## config.mk

```make
export PLATFORM = sky130hd
export DESIGN_NAME = cpu_sequencer
export DESIGN_NICKNAME = d
export VERILOG_FILES = /design/src/rtl/cpu_sequencer.sv
export SDC_FILE = /design/constraint.sdc
export NUM_CORES = 1
export LEC_CHECK = 0
export ABC_AREA = 1
export CORE_ASPECT_RATIO = 1.25
export CORE_MARGIN = 2
export CORE_UTILIZATION = 25
export CTS_CLUSTER_DIAMETER = 80
export CTS_CLUSTER_SIZE = 16
export DETAILED_ROUTE_END_ITERATION = 10
export SLEW_MARGIN = 25
export SYNTH_ARGS = -nofsm -noshare
export SYNTH_HDL_FRONTEND = slang
export SYNTH_SLANG_ARGS = --single-unit
export TNS_END_PERCENT = 1
```

## constraint.sdc

```tcl
create_clock -name clock -period 2 [get_ports clock]
set_clock_uncertainty 0.15 [all_clocks]
set_input_delay 0.4 -clock clock [delete_from_list [all_inputs] [get_ports clock]]
set_output_delay 0.4 -clock clock [all_outputs]
set_load 0.02 [all_outputs]
```

## src/rtl/cpu_sequencer.sv

```systemverilog
// rtl/cpu_sequencer.sv - eight-phase fetch/decode/execute control sequencer
module cpu_sequencer #(
    parameter int PHASES = 8,
    parameter int CNT_W  = 8
) (
    input  logic             clock,
    input  logic             reset,
    input  logic             En_cpu_in,
    input  logic [2:0]       Opcode,
    input  logic             SKZ_cmp,
    output logic [2:0]       phase,
    output logic             sel,
    output logic             rd,
    output logic             ld_ir,
    output logic             inc_pc,
    output logic             Load_in,
    output logic             ld_ac,
    output logic             wr,
    output logic             data_e,
    output logic             halt,
    output logic [CNT_W-1:0] instr_count
);

    typedef enum logic [2:0] {
        INST_ADDR  = 3'd0,
        INST_FETCH = 3'd1,
        INST_LOAD  = 3'd2,
        IDLE       = 3'd3,
        OP_ADDR    = 3'd4,
        OP_FETCH   = 3'd5,
        ALU_OP     = 3'd6,
        STORE      = 3'd7
    } phase_e;

    localparam logic [2:0] OP_HLT = 3'b000;
    localparam logic [2:0] OP_SKZ = 3'b001;
    localparam logic [2:0] OP_ADD = 3'b010;
    localparam logic [2:0] OP_AND = 3'b011;
    localparam logic [2:0] OP_XOR = 3'b100;
    localparam logic [2:0] OP_LDA = 3'b101;
    localparam logic [2:0] OP_STO = 3'b110;
    localparam logic [2:0] OP_JMP = 3'b111;

    localparam phase_e LAST_PHASE = phase_e'(3'(PHASES - 1));

    phase_e           phase_q, phase_d;
    logic             halted_q, halted_d;
    logic [CNT_W-1:0] cnt_q, cnt_d;

    logic active;
    logic aluop;
    logic is_hlt;

    // Strobes are suppressed while reset is held, so enable gating includes it.
    assign active = reset && En_cpu_in && !halted_q;
    assign aluop  = (Opcode == OP_ADD) || (Opcode == OP_AND) ||
                    (Opcode == OP_XOR) || (Opcode == OP_LDA);
    assign is_hlt = (Opcode == OP_HLT);

    always_ff @(posedge clock or negedge reset) begin
        if (!reset) begin
            phase_q  <= INST_ADDR;
            halted_q <= 1'b0;
            cnt_q    <= '0;
        end else begin
            phase_q  <= phase_d;
            halted_q <= halted_d;
            cnt_q    <= cnt_d;
        end
    end

    always_comb begin
        phase_d  = phase_q;
        halted_d = halted_q;
        cnt_d    = cnt_q;
        if (En_cpu_in && !halted_q) begin
            if (phase_q == OP_ADDR && is_hlt) begin
                halted_d = 1'b1;
            end else begin
                phase_d = phase_e'(phase_q + 3'd1);
                if (phase_q == LAST_PHASE) begin
                    cnt_d = cnt_q + 1'b1;
                end
            end
        end
    end

    always_comb begin
        sel     = 1'b0;
        rd      = 1'b0;
        ld_ir   = 1'b0;
        inc_pc  = 1'b0;
        Load_in = 1'b0;
        ld_ac   = 1'b0;
        wr      = 1'b0;
        data_e  = 1'b0;
        halt    = halted_q;
        if (active) begin
            unique case (phase_q)
                INST_ADDR: begin
                    sel = 1'b1;
                end
                INST_FETCH: begin
                    sel = 1'b1;
                    rd  = 1'b1;
                end
                INST_LOAD, IDLE: begin
                    sel   = 1'b1;
                    rd    = 1'b1;
                    ld_ir = 1'b1;
                end
                OP_ADDR: begin
                    inc_pc = 1'b1;
                    halt   = is_hlt;
                end
                OP_FETCH: begin
                    rd = aluop;
                end
                ALU_OP: begin
                    rd      = aluop;
                    inc_pc  = (Opcode == OP_SKZ) && SKZ_cmp;
                    Load_in = (Opcode == OP_JMP);
                    data_e  = (Opcode == OP_STO);
                end
                STORE: begin
                    rd      = aluop;
                    ld_ac   = aluop;
                    Load_in = (Opcode == OP_JMP);
                    wr      = (Opcode == OP_STO);
                    data_e  = (Opcode == OP_STO);
                end
                default: begin
                    sel = 1'b0;
                end
            endcase
        end
    end

    assign phase       = phase_q;
    assign instr_count = cnt_q;

endmodule

```

# Word-level counts from Yosys, hierarchy flattened
# Index checks and enable logic that the tools add are counted.
dict set report totals {
  mem_count 0
  mem_bits_rw 0
  latch_bits 0
  elab_cells 57
  out_inout_bits 20
  input_bits 7
  romBits 0
  reg_bits 12
}
dict set report classes {
  bitwise 1
  n_mux 18
  addsub 2
  n_shift 0
  div 0
  eq_ne 14
  multipliers 0
  order_cmp 0
  n_reduce_logical 19
}
# operator count
set ops {}
lappend ops {{$eq 3x3->1 const B} 8}
lappend ops {{$mux 1} 16}
lappend ops {{$eq 3x2->1 const B} 4}
lappend ops {{$add 8x1->8 const B} 1}
lappend ops {{$eq 3x1->1 const B} 2}
lappend ops {{$logic_not 3->1} 2}
lappend ops {{$reduce_or 3->1} 2}
lappend ops {{$logic_and 1x1->1} 5}
lappend ops {{$pmux 1 s2} 2}
lappend ops {{$reduce_and 2->1} 2}
lappend ops {{$reduce_or 2->1} 2}
lappend ops {{$reduce_or 4->1} 1}
lappend ops {{$add 3x1->3 const B} 1}
lappend ops {{$logic_or 1x1->1} 3}
lappend ops {{$reduce_and 3->1} 1}
lappend ops {{$logic_not 1->1} 1}
lappend ops {{$not 1->1} 1}

# Depth between registers and ports, before layout
# Gate-level depths: netlist of the first run.
dict set report depth {
  depth_word 6
  ltp_mapped 9
  depth_no_buf 9
}

# Worst setup path before layout of the first run
# OpenSTA, ideal clock, no wires.
dict set report synth_timing {
  kind {register to output}
  start {reg phase_q[1], in the netlist phase[1]}
  end {out ld_ac}
  path_buffers 0
  required_ps 1450
  path_stages_with_launch 5
  arrival_time_ps 1698
  slack_ps -248
  path_cell_list {dfrtp_1 -> ha_1 -> ha_1 -> inv_1 -> nor4_1}
}
dict set report synth_via {
  elab_chain_cells 3
}
# element line
set synth_lines {}
lappend synth_lines {{start, declared} 46} ;# phase_e phase_q, phase_d;
lappend synth_lines {{start signal, assigned} 66} ;# phase_q <= phase_d;
lappend synth_lines {{$eq 3x3->1} 99} ;# unique case (phase_q)
lappend synth_lines {{$mux 1} 99}
lappend synth_lines {{$mux 1} 98} ;# if (active) begin
lappend synth_lines {{end, declared} 17} ;# output logic ld_ac,
# Every way passes these cells.

# Worst setup path in the final report of the first run
dict set report layout_timing {
  start {reg phase_q[1], in the netlist phase[1]}
  end {out inc_pc}
}
dict set report layout_via {
  elab_chain_cells 3
  elab_cells_between_ends 4
  cone_classes {eq/ne (2); mux (2)}
}
# element line
set layout_lines {}
lappend layout_lines {{$eq 3x3->1} 99}
lappend layout_lines {{$pmux 1 s2 *} 99}
lappend layout_lines {{$mux 1 *} 98}
lappend layout_lines {{end, declared} 15} ;# output logic inc_pc,
# Every way passes the cells marked *; elsewhere a longest branch is shown, timed or not.

==> results of run 1 <==
-- power groups by stage --
stage	logic, uW	clock network [uW]	registers, uW
global route	50.8	287	245
detailed placement	43.4	0	249
floorplan	9.61	0	251
CTS	44.0	276	245
global placement	42.8	0	250
finish	45.9	271	245
-- worst min-delay path by stage --
stage	startpoint	end
finish	reset	instr_count[2]
global route	reset	phase[2]
CTS	halted_q	halted_q
detailed placement	halted_q	halted_q
global placement	halted_q	halted_q
floorplan	reset	halted_q
-- routing by layer --
metal	share of wire	track usage
met2	0.48	0.208
met4	0.019	0.0640
met5	0	0
met1	0.42	0.130
met3	0.076	0.0265
-- logic make-up after synthesis --
group / after synthesis / synth area share
and+or+nand+nor: 71 / 0.389
buffers and inverters: 13 / 0.0665
adders and majority gates: 6 / 0.0927
DFF: 12 / 0.371
AOI/OAI and AO/OA: 6 / 0.0371
xor gates and xnor gates: 4 / 0.0433
-- per-stage QoR --
stage | TNS [ps] | util | instance area, um^2
2_1_floorplan | -86.5 | - | 816
3_3_place_gp | -4310 | 0.387 | 1210
3_5_place_dp | -4510 | 0.387 | 1210
4_1_cts | -481 | 0.396 | 1240
5_1_grt | -125 | 0.415 | 1300
6_report | 0 | 0.415 | 1300
-- cell usage after synthesis --
master / count
nand2_1: 43
dfrtp_1: 12
inv_1: 12
nor2_1: 8
ha_1: 6
nand3_1: 6
nor3_1: 5
o21ai_0: 5
nand2_2: 4
nor2_2: 2
xnor2_1: 2
xor2_1: 2
a21oi_1: 1
inv_6: 1
nand3_4: 1
nand3b_1: 1
nor4_1: 1
-- cell type report --
class | instances | area, um^2
inverter | 13 | 53.8
multi-input combinational | 88 | 505
tap | 37 | 46.3
clock buffer | 4 | 55.1
fill | 313 | 1830
timing repair buffer | 39 | 342
sequential | 12 | 300
-- state kept, by name, summed over array words and instances (netlist names) --
register	cells
halted_q	1
instr_count	8
phase	3
-- worst reg2reg max path: cells and delay by family (launching register included) --
family / cells / cell delay (ps)
adder cells (fa/ha/maj): 1 / 150
AND/OR/NAND/NOR: 6 / 470
buffers and inverters: 3 / 310
flip-flops: 1 / 410
-- repair_timing --
item,4_1_cts,5_1_grt
gates cloned,0,1
resized for setup,49,18
setup endpoints to repair,9,9
buffers inserted,0,1
pin swaps,1,3
hold endpoints to repair,0,0
==> flow_metrics.py, run 1 <==
metrics = {
    "timing": {
        "post-route-period-util": 0.988,
        "worstMarginPinSlew_ps": 251,
        "holdWs_ps": 92.7,
        "hold_violations": 0,
        "fmax_mhz": 506,
        "finalWorstSetupSlack_ps": 23.2,
        "min_period_ps": 1980,
        "max_slew_margin": 0.831,
        "slew_violations": 0,
        "setup_viol": 0,
        "rsz0062_at_grt": "true",
    },
    "synth": {
        "syn_nets": 125,
        "ys_seq_area_frac": 0.371,
        "syn_area_um2": 810,
        "yosysWarnings": 0,
        "synth-seq-cells": 12,
        "yosysTopAreaCellShare": 0.371,
        "synth_top_area_cell": "dfrtp_1",
        "synth_area_leaders": "dfrtp_1 (37%), nand2_1 (20%), ha_1 (9.3%), inv_1 (5.6%), nand3_1 (3.7%)",
        "synthCells": 112,
        "ys_types": 17,
        "avgSynthCellArea_um2": 7.23,
    },
    "pwr": {
        "p_switching_uw": 121,
        "pwr_density_cell_mw_per_mm2": 431,
        "p_seq_frac": 0.437,
        "power.leakage_uw": 0.000673,
        "power_uw": 562,
        "p_clk_frac": 0.481,
        "vdd_drop_max_mv": 0.342,
        "combPwrFrac": 0.082,
        "p_sw_frac": 0.216,
        "intPower_uw": 441,
    },
    "critical_path": {
        "worst_path_largest_cell_delay_ps": 390,
        "critPathBufInv": 2,
        "required_ps": 1450,
        "cp.arrival_ps": 1430,
        "crit_path_max_fanout": 4,
        "worst_path_max_delay_cell": "dfrtp_1",
        "path_class": "register to output pin",
        "crit_path_frequent_cell": "buf_4",
        "reg2reg_depth": 10,
        "path_depth": 6,
        "rrSetupSlack_ps": 410,
        "endpoint": "inc_pc",
        "r2r-end": "instr_count[6]",
        "cp-startpoint": "phase[1]",
        "endpoint_kind": "output pin",
        "path_cells": "buf_4 -> ha_1 -> nand2_1 -> nand3b_1 -> a21oi_1 -> buf_4",
        "reg2reg_from": "phase[1]",
        "startpoint_type": "register",
        "cp_top_family": "flip-flops",
    },
    "final_layout": {
        "stdcell_count": 193,
        "final_common_cell": "nand2_1",
        "antenna-diode-count": 0,
        "area_growth_pct": 60.9,
        "fin_nets": 170,
        "drive_above_1_share": 0.301,
        "mostFrequentLayoutCells": "nand2_1 (43), buf_4 (20), dfrtp_1 (12)",
    },
    "drt": {
        "dr.pass1.iters": 4,
        "wl_um": 2190,
        "antenna_left": 0,
        "vias_per_cell": 4.37,
        "dr_total_vias": 844,
        "drc": 0,
        "drt_iter0_drc": 26,
        "wl_per_cell_um": 11.4,
    },
    "cts": {
        "path_clk_slew_ps": 50,
        "cts_tree": "yes",
        "cts_made_buffers": 3,
        "clock_latency_ps": 250,
        "clock-root-buffer": "clkbuf_8",
        "cts.path.max_buffers": 2,
        "clkSinkCount": 12,
        "hold_buffers": 0,
        "htree_levels": 1,
    },
    "status": {
        "status": "finished clean",
    },
    "placed_design": {
        "routabilityCongestion": 0.783,
        "port_buffers": 26,
        "pre_cts_ws_ps": -553,
        "hpwl_um": 1590,
        "placed_cells": 187,
    },
    "floorplanning": {
        "io_pins": 27,
        "die_area_mm2": 0.00371,
        "fp-row-count": 23,
        "die_w_um": 54.9,
        "die_h_um": 67.6,
        "start_util": 0.258,
        "coreArea_mm2": 0.00314,
    },
    "global_routing": {
        "antenna_found_initial": 0,
        "overflow": 0,
        "grt_first_pass_wirelength_um": 3230,
        "grt_pass1_vias": 756,
        "grt_use_total": 0.119,
        "grt_max_degree": 13,
    },
    "flow_run": {
        "cap_violations": 0,
    },
    "worst_hold_path": {
        "worstHoldPathType": "input port to asynchronous set/reset pin",
    },
}
(Power assumes the default switching activity.)
==> run 2, diff against run 1 <==
MAX_ROUTING_LAYER = met4   (was not set)
==> run 2 against run 1 <==
Net effect: first-iteration DRC count decreased by 19%; combinational power hardly changed; power is essentially flat; maximum frequency fell by 0.24%; sequential share of layout area is the same; core utilization unchanged; clock power is essentially flat; sequential cell count unchanged; design area stayed put; global-route usage increased by 0.33 points; die area did not move; non-clock buffer count unchanged; critical endpoint unchanged; largest cell class unchanged.
==> flow_metrics.py, run 2 (synthesized netlist as in run 1, its figures left out) <==
metrics = {
    "critical_path": {
        "endpoint_kind": "output pin",
        "required_ps": 1450,
        "cp_top_family": "flip-flops",
        "cp.arrival_ps": 1430,
        "startpoint_type": "register",
        "crit_path_frequent_cell": "buf_4",
        "path_cells": "buf_4 -> ha_1 -> nand2_1 -> nand3b_1 -> a21oi_1 -> buf_4",
        "worst_path_max_delay_cell": "dfrtp_1",
        "worst_path_largest_cell_delay_ps": 390,
        "crit_path_max_fanout": 4,
        "critPathBufInv": 2,
        "path_class": "register to output pin",
    },
    "floorplanning": {
        "start_util": 0.258,
        "io_pins": 27,
        "die_area_mm2": 0.00371,
        "coreArea_mm2": 0.00314,
        "die_h_um": 67.6,
        "die_w_um": 54.9,
        "fp-row-count": 23,
    },
    "pwr": {
        "p_switching_uw": 121,
        "p_sw_frac": 0.216,
        "p_seq_frac": 0.437,
        "power_uw": 562,
        "power.leakage_uw": 0.000673,
        "p_clk_frac": 0.481,
        "combPwrFrac": 0.082,
        "pwr_density_cell_mw_per_mm2": 431,
        "intPower_uw": 441,
        "vdd_drop_max_mv": 0.342,
    },
    "placed_design": {
        "port_buffers": 26,
        "placed_cells": 187,
        "routabilityCongestion": 0.794,
        "hpwl_um": 1590,
        "place_area_mm2": 0.00121,
    },
    "cts": {
        "cts_made_buffers": 3,
        "clock_latency_ps": 250,
        "htree_levels": 1,
        "clock-root-buffer": "clkbuf_8",
        "path_clk_slew_ps": 50,
        "cts.path.max_buffers": 2,
        "cts_tree": "yes",
        "hold_buffers": 0,
        "clkSinkCount": 12,
    },
    "drt": {
        "dr.pass1.iters": 4,
        "dr_total_vias": 852,
        "wl_per_cell_um": 11.4,
        "drt_iter0_drc": 21,
        "drc": 0,
        "wl_um": 2190,
        "vias_per_cell": 4.41,
        "antenna_left": 0,
    },
    "status": {
        "status": "finished clean",
    },
    "timing": {
        "min_period_ps": 1980,
        "worstMarginPinSlew_ps": 256,
        "fmax_mhz": 505,
        "rsz0062_at_grt": "true",
        "max_slew_margin": 0.828,
        "slew_violations": 0,
        "setup_tns_ps": 0,
        "holdWs_ps": 96.2,
        "hold_violations": 0,
        "setup_viol": 0,
        "post-route-period-util": 0.991,
    },
    "final_layout": {
        "area_growth_pct": 60.9,
        "largest_reg_flops": 8,
        "fin_area_mm2": 0.00130,
        "mostFrequentLayoutCells": "nand2_1 (43), buf_4 (20), dfrtp_1 (12)",
        "fill_cells": 313,
        "stdcell_count": 193,
        "fin_nets": 170,
        "antenna-diode-count": 0,
        "drive_above_1_share": 0.301,
        "final_common_cell": "nand2_1",
    },
    "worst_hold_path": {
        "worstHoldPathType": "input port to asynchronous set/reset pin",
    },
    "global_routing": {
        "grt_pass1_vias": 756,
        "grt_use_total": 0.123,
        "antenna_found_initial": 0,
        "grt_max_degree": 13,
        "overflow": 0,
        "grt_first_pass_wirelength_um": 3230,
    },
    "flow_run": {
        "cap_violations": 0,
    },
}
## run 2: layout make-up
| type | count | area [um^2] | share of cell area |
|---|---|---|---|
| Inverter | 13 | 53.8 | 0.0413 |
| Clock buffer | 4 | 55.1 | 0.0423 |
| Multi-Input combinational cell | 88 | 505 | 0.388 |
| Tap cell | 37 | 46.3 | 0.0355 |
| Timing Repair Buffer | 39 | 342 | 0.262 |
| Sequential cell | 12 | 300 | 0.231 |
## run 2: worst paths after layout
| check | to | from | slack (ps) | cells past startpoint |
|---|---|---|---|---|
| hold reg to reg | instr_count[7] | instr_count[7] | 390 | 2 |
| min in group clock | halted_q | En_cpu_in | 340 | 3 |
| max in group asynchronous | phase[1] | reset | 1450 | 2 |
| setup / recovery | inc_pc | phase[1] | 20 | 6 |
| setup reg to reg | instr_count[6] | phase[1] | 410 | 10 |
| hold / removal | instr_count[2] | reset | 100 | 2 |
## run 2: timing repair
item | 4_1_cts | 5_1_grt
gates cloned | 0 | 1
buffers inserted | 0 | 1
endpoints found under the setup margin | 9 | 9
pin swaps | 1 | 3
gates resized for setup | 49 | 18
## run 2: through the flow
| step | setup slack [ps] | utilization |
|---|---|---|
| 2_1_floorplan | -44.8 | - |
| 3_3_place_gp | -500 | 0.387 |
| 3_5_place_dp | -553 | 0.387 |
| 4_1_cts | -90.8 | 0.396 |
| 5_1_grt | -46.6 | 0.415 |
| 6_report | 18.5 | 0.415 |
## run 2: metal layers
layer / vias to the layer above / part of all wire / track usage
li1: 436 / - / -
met1: 376 / 0.43 / 0.133
met2: 37 / 0.49 / 0.208
met3: 3 / 0.068 / 0.0221
met4: 0 / 0.019 / 0.0640
met5: - / 0 / -
## run 2: power by group through the flow
| stage | clock [uW] | combinational, uW | sequential, uW |
|---|---|---|---|
| final | 270 | 45.9 | 245 |
| after global routing | 287 | 50.8 | 245 |
| after CTS | 276 | 44.0 | 245 |
| after detailed placement | 0 | 43.4 | 249 |
| after global placement | 0 | 42.8 | 250 |
| after floorplan | 0 | 9.61 | 251 |
==> run 3, diff against run 2 <==
CTS_BUF_LIST = sky130_fd_sc_hd__clkbuf_16   (was not set)
RECOVER_POWER = 50   (was not set)
clock period = 2.2 ns   (was 2 ns; I/O delays follow)
==> run 3 against run 2 <==
Net effect: sequential power shrank 8.6%; sequential cell count is the same; die area unchanged; sequential share of layout area increased by 1.0 points; via count is 2.2% lower; largest cell class unchanged; clock-buffer cell count decreased by 1; non-clock buffer count is 2 lower; global-route usage increased by 0.82 points; core utilization fell by 1.8 points; register-to-register slack worse by 200 ps; cell count shrank 2.1%.
==> flow_metrics.py, run 3 (synthesized netlist as in run 1, its figures left out) <==
metrics = {
    "timing": {
        "min_period_ps": 2120,
        "post-route-period-util": 0.966,
        "worstMarginPinSlew_ps": 508,
        "fmax_mhz": 471,
        "max_slew_margin": 0.660,
        "holdWs_ps": 387,
        "rsz0062_at_grt": "true",
        "hold_violations": 0,
        "setup_viol": 0,
        "slew_violations": 0,
        "setup_tns_ps": 0,
    },
    "cts": {
        "cts_setup_buffers": 0,
        "clock-root-buffer": "clkbuf_16",
        "clock_latency_ps": 240,
        "cts_tree": "yes",
        "hold_buffers": 0,
        "clkSinkCount": 12,
        "htree_levels": 1,
        "path_clk_slew_ps": 40,
        "cts_made_buffers": 3,
        "cts.path.max_buffers": 2,
    },
    "final_layout": {
        "final_common_cell": "nand2_1",
        "mostFrequentLayoutCells": "nand2_1 (44), clkdlybuf4s50_1 (15), buf_4 (13)",
        "fin_nets": 167,
        "fill_cells": 338,
        "antenna-diode-count": 0,
        "drive_above_1_share": 0.197,
        "regArea_um2": 300,
        "largest_reg_flops": 8,
        "multiInputGateArea_um2": 462,
        "area_growth_pct": 53.9,
    },
    "pwr": {
        "vdd_drop_max_mv": 0.324,
        "p_sw_frac": 0.186,
        "intPower_uw": 480,
        "p_clk_frac": 0.551,
        "combPwrFrac": 0.069,
        "pwr_density_cell_mw_per_mm2": 473,
        "p_switching_uw": 110,
        "power.leakage_uw": 0.000636,
        "p_seq_frac": 0.380,
    },
    "drt": {
        "topRoutingLayerUsed": "met4",
        "antenna_left": 0,
        "wl_per_cell_um": 11.0,
        "drt_iter0_drc": 4,
        "wl_um": 2090,
        "wl_met2_um": 967,
        "wl_met1_um": 932,
        "drc": 0,
        "vias_per_cell": 4.41,
        "met3_length_um": 156,
        "dr.pass1.iters": 4,
        "dr_total_vias": 833,
    },
    "critical_path": {
        "endpoint_kind": "output pin",
        "startpoint_type": "input port",
        "crit_path_max_fanout": 9,
        "cp.arrival_ps": 1530,
        "path_class": "input port to output pin",
        "required_ps": 1610,
    },
    "global_routing": {
        "antenna_found_initial": 0,
        "overflow": 0,
        "grt_first_pass_wirelength_um": 3480,
        "grt_pass1_vias": 817,
        "grt_use_total": 0.131,
        "grt_max_degree": 13,
    },
    "floorplanning": {
        "io_pins": 27,
        "die_area_mm2": 0.00371,
        "fp-row-count": 23,
        "die_w_um": 54.9,
        "die_h_um": 67.6,
        "start_util": 0.258,
        "coreArea_mm2": 0.00314,
    },
    "placed_design": {
        "port_buffers": 26,
        "routabilityCongestion": 0.756,
        "hpwl_um": 1550,
    },
    "worst_hold_path": {
        "worstHoldPathType": "register to register",
    },
    "status": {
        "status": "finished clean",
    },
    "flow_run": {
        "cap_violations": 0,
    },
}
## run 3: routing by layer
| metal | up-vias | GRT usage |
|---|---|---|
| li1 | 433 | - |
| met1 | 366 | 0.156 |
| met2 | 29 | 0.213 |
| met3 | 5 | 0.0243 |
| met4 | 0 | 0.0549 |
| met5 | - | - |
## run 3: final cells by class
| class | instances | share of cell area |
|---|---|---|
| clock buffers | 3 | 0.0602 |
| inverters | 13 | 0.0432 |
| multi-input cells | 87 | 0.370 |
| flip-flops and latches | 12 | 0.241 |
| well taps | 37 | 0.0371 |
| repair buffers | 37 | 0.248 |
## run 3: timing repair
| item | 4_1_cts | 5_1_grt |
|---|---|---|
| gates resized for setup | 37 | 15 |
| pin swaps | 0 | 0 |
| endpoints found under the setup margin | 9 | 9 |
## run 3: power groups by stage
stage	logic [uW]	registers, uW	clock network, uW
after CTS	40.3	224	329
after floorplan	8.74	229	0
after global placement	39.0	227	0
after global routing	44.9	224	337
after detailed placement	39.3	227	0
final	40.8	224	325
## run 3: critical path, cell delays in order
cell,delay [ps]
clkdlybuf4s50_1,450
inv_1,60
nor2_4,110
nand2_4,90
o21ai_0,200
buf_4,170
## run 3: path summary, 6_finish.rpt
| path | start | endpoint | slack, ps | depth (start not counted) |
|---|---|---|---|---|
| min in group asynchronous | reset | instr_count[4] | 480 | 2 |
| max | En_cpu_in | halt | 80 | 6 |
| min | instr_count[7] | instr_count[7] | 390 | 2 |
| max in group asynchronous | reset | phase[0] | 1260 | 2 |
| min reg2reg | instr_count[7] | instr_count[7] | 390 | 2 |
| max reg2reg | phase[0] | instr_count[7] | 210 | 10 |
## run 3: through the flow
| step | worst slack (ps) | utilization | power (uW) | cells | instance area [um^2] |
|---|---|---|---|---|---|
| global placement | -407 | 0.384 | 266 | 186 | 1200 |
| CTS | -80.4 | 0.400 | 593 | 189 | 1250 |
| floorplan | 71.0 | - | 237 | 112 | 816 |
| finish | 75.6 | 0.397 | 589 | 189 | 1250 |
| global route | -37.5 | 0.397 | 605 | 189 | 1250 |
| detailed placement | -425 | 0.384 | 266 | 186 | 1200 |
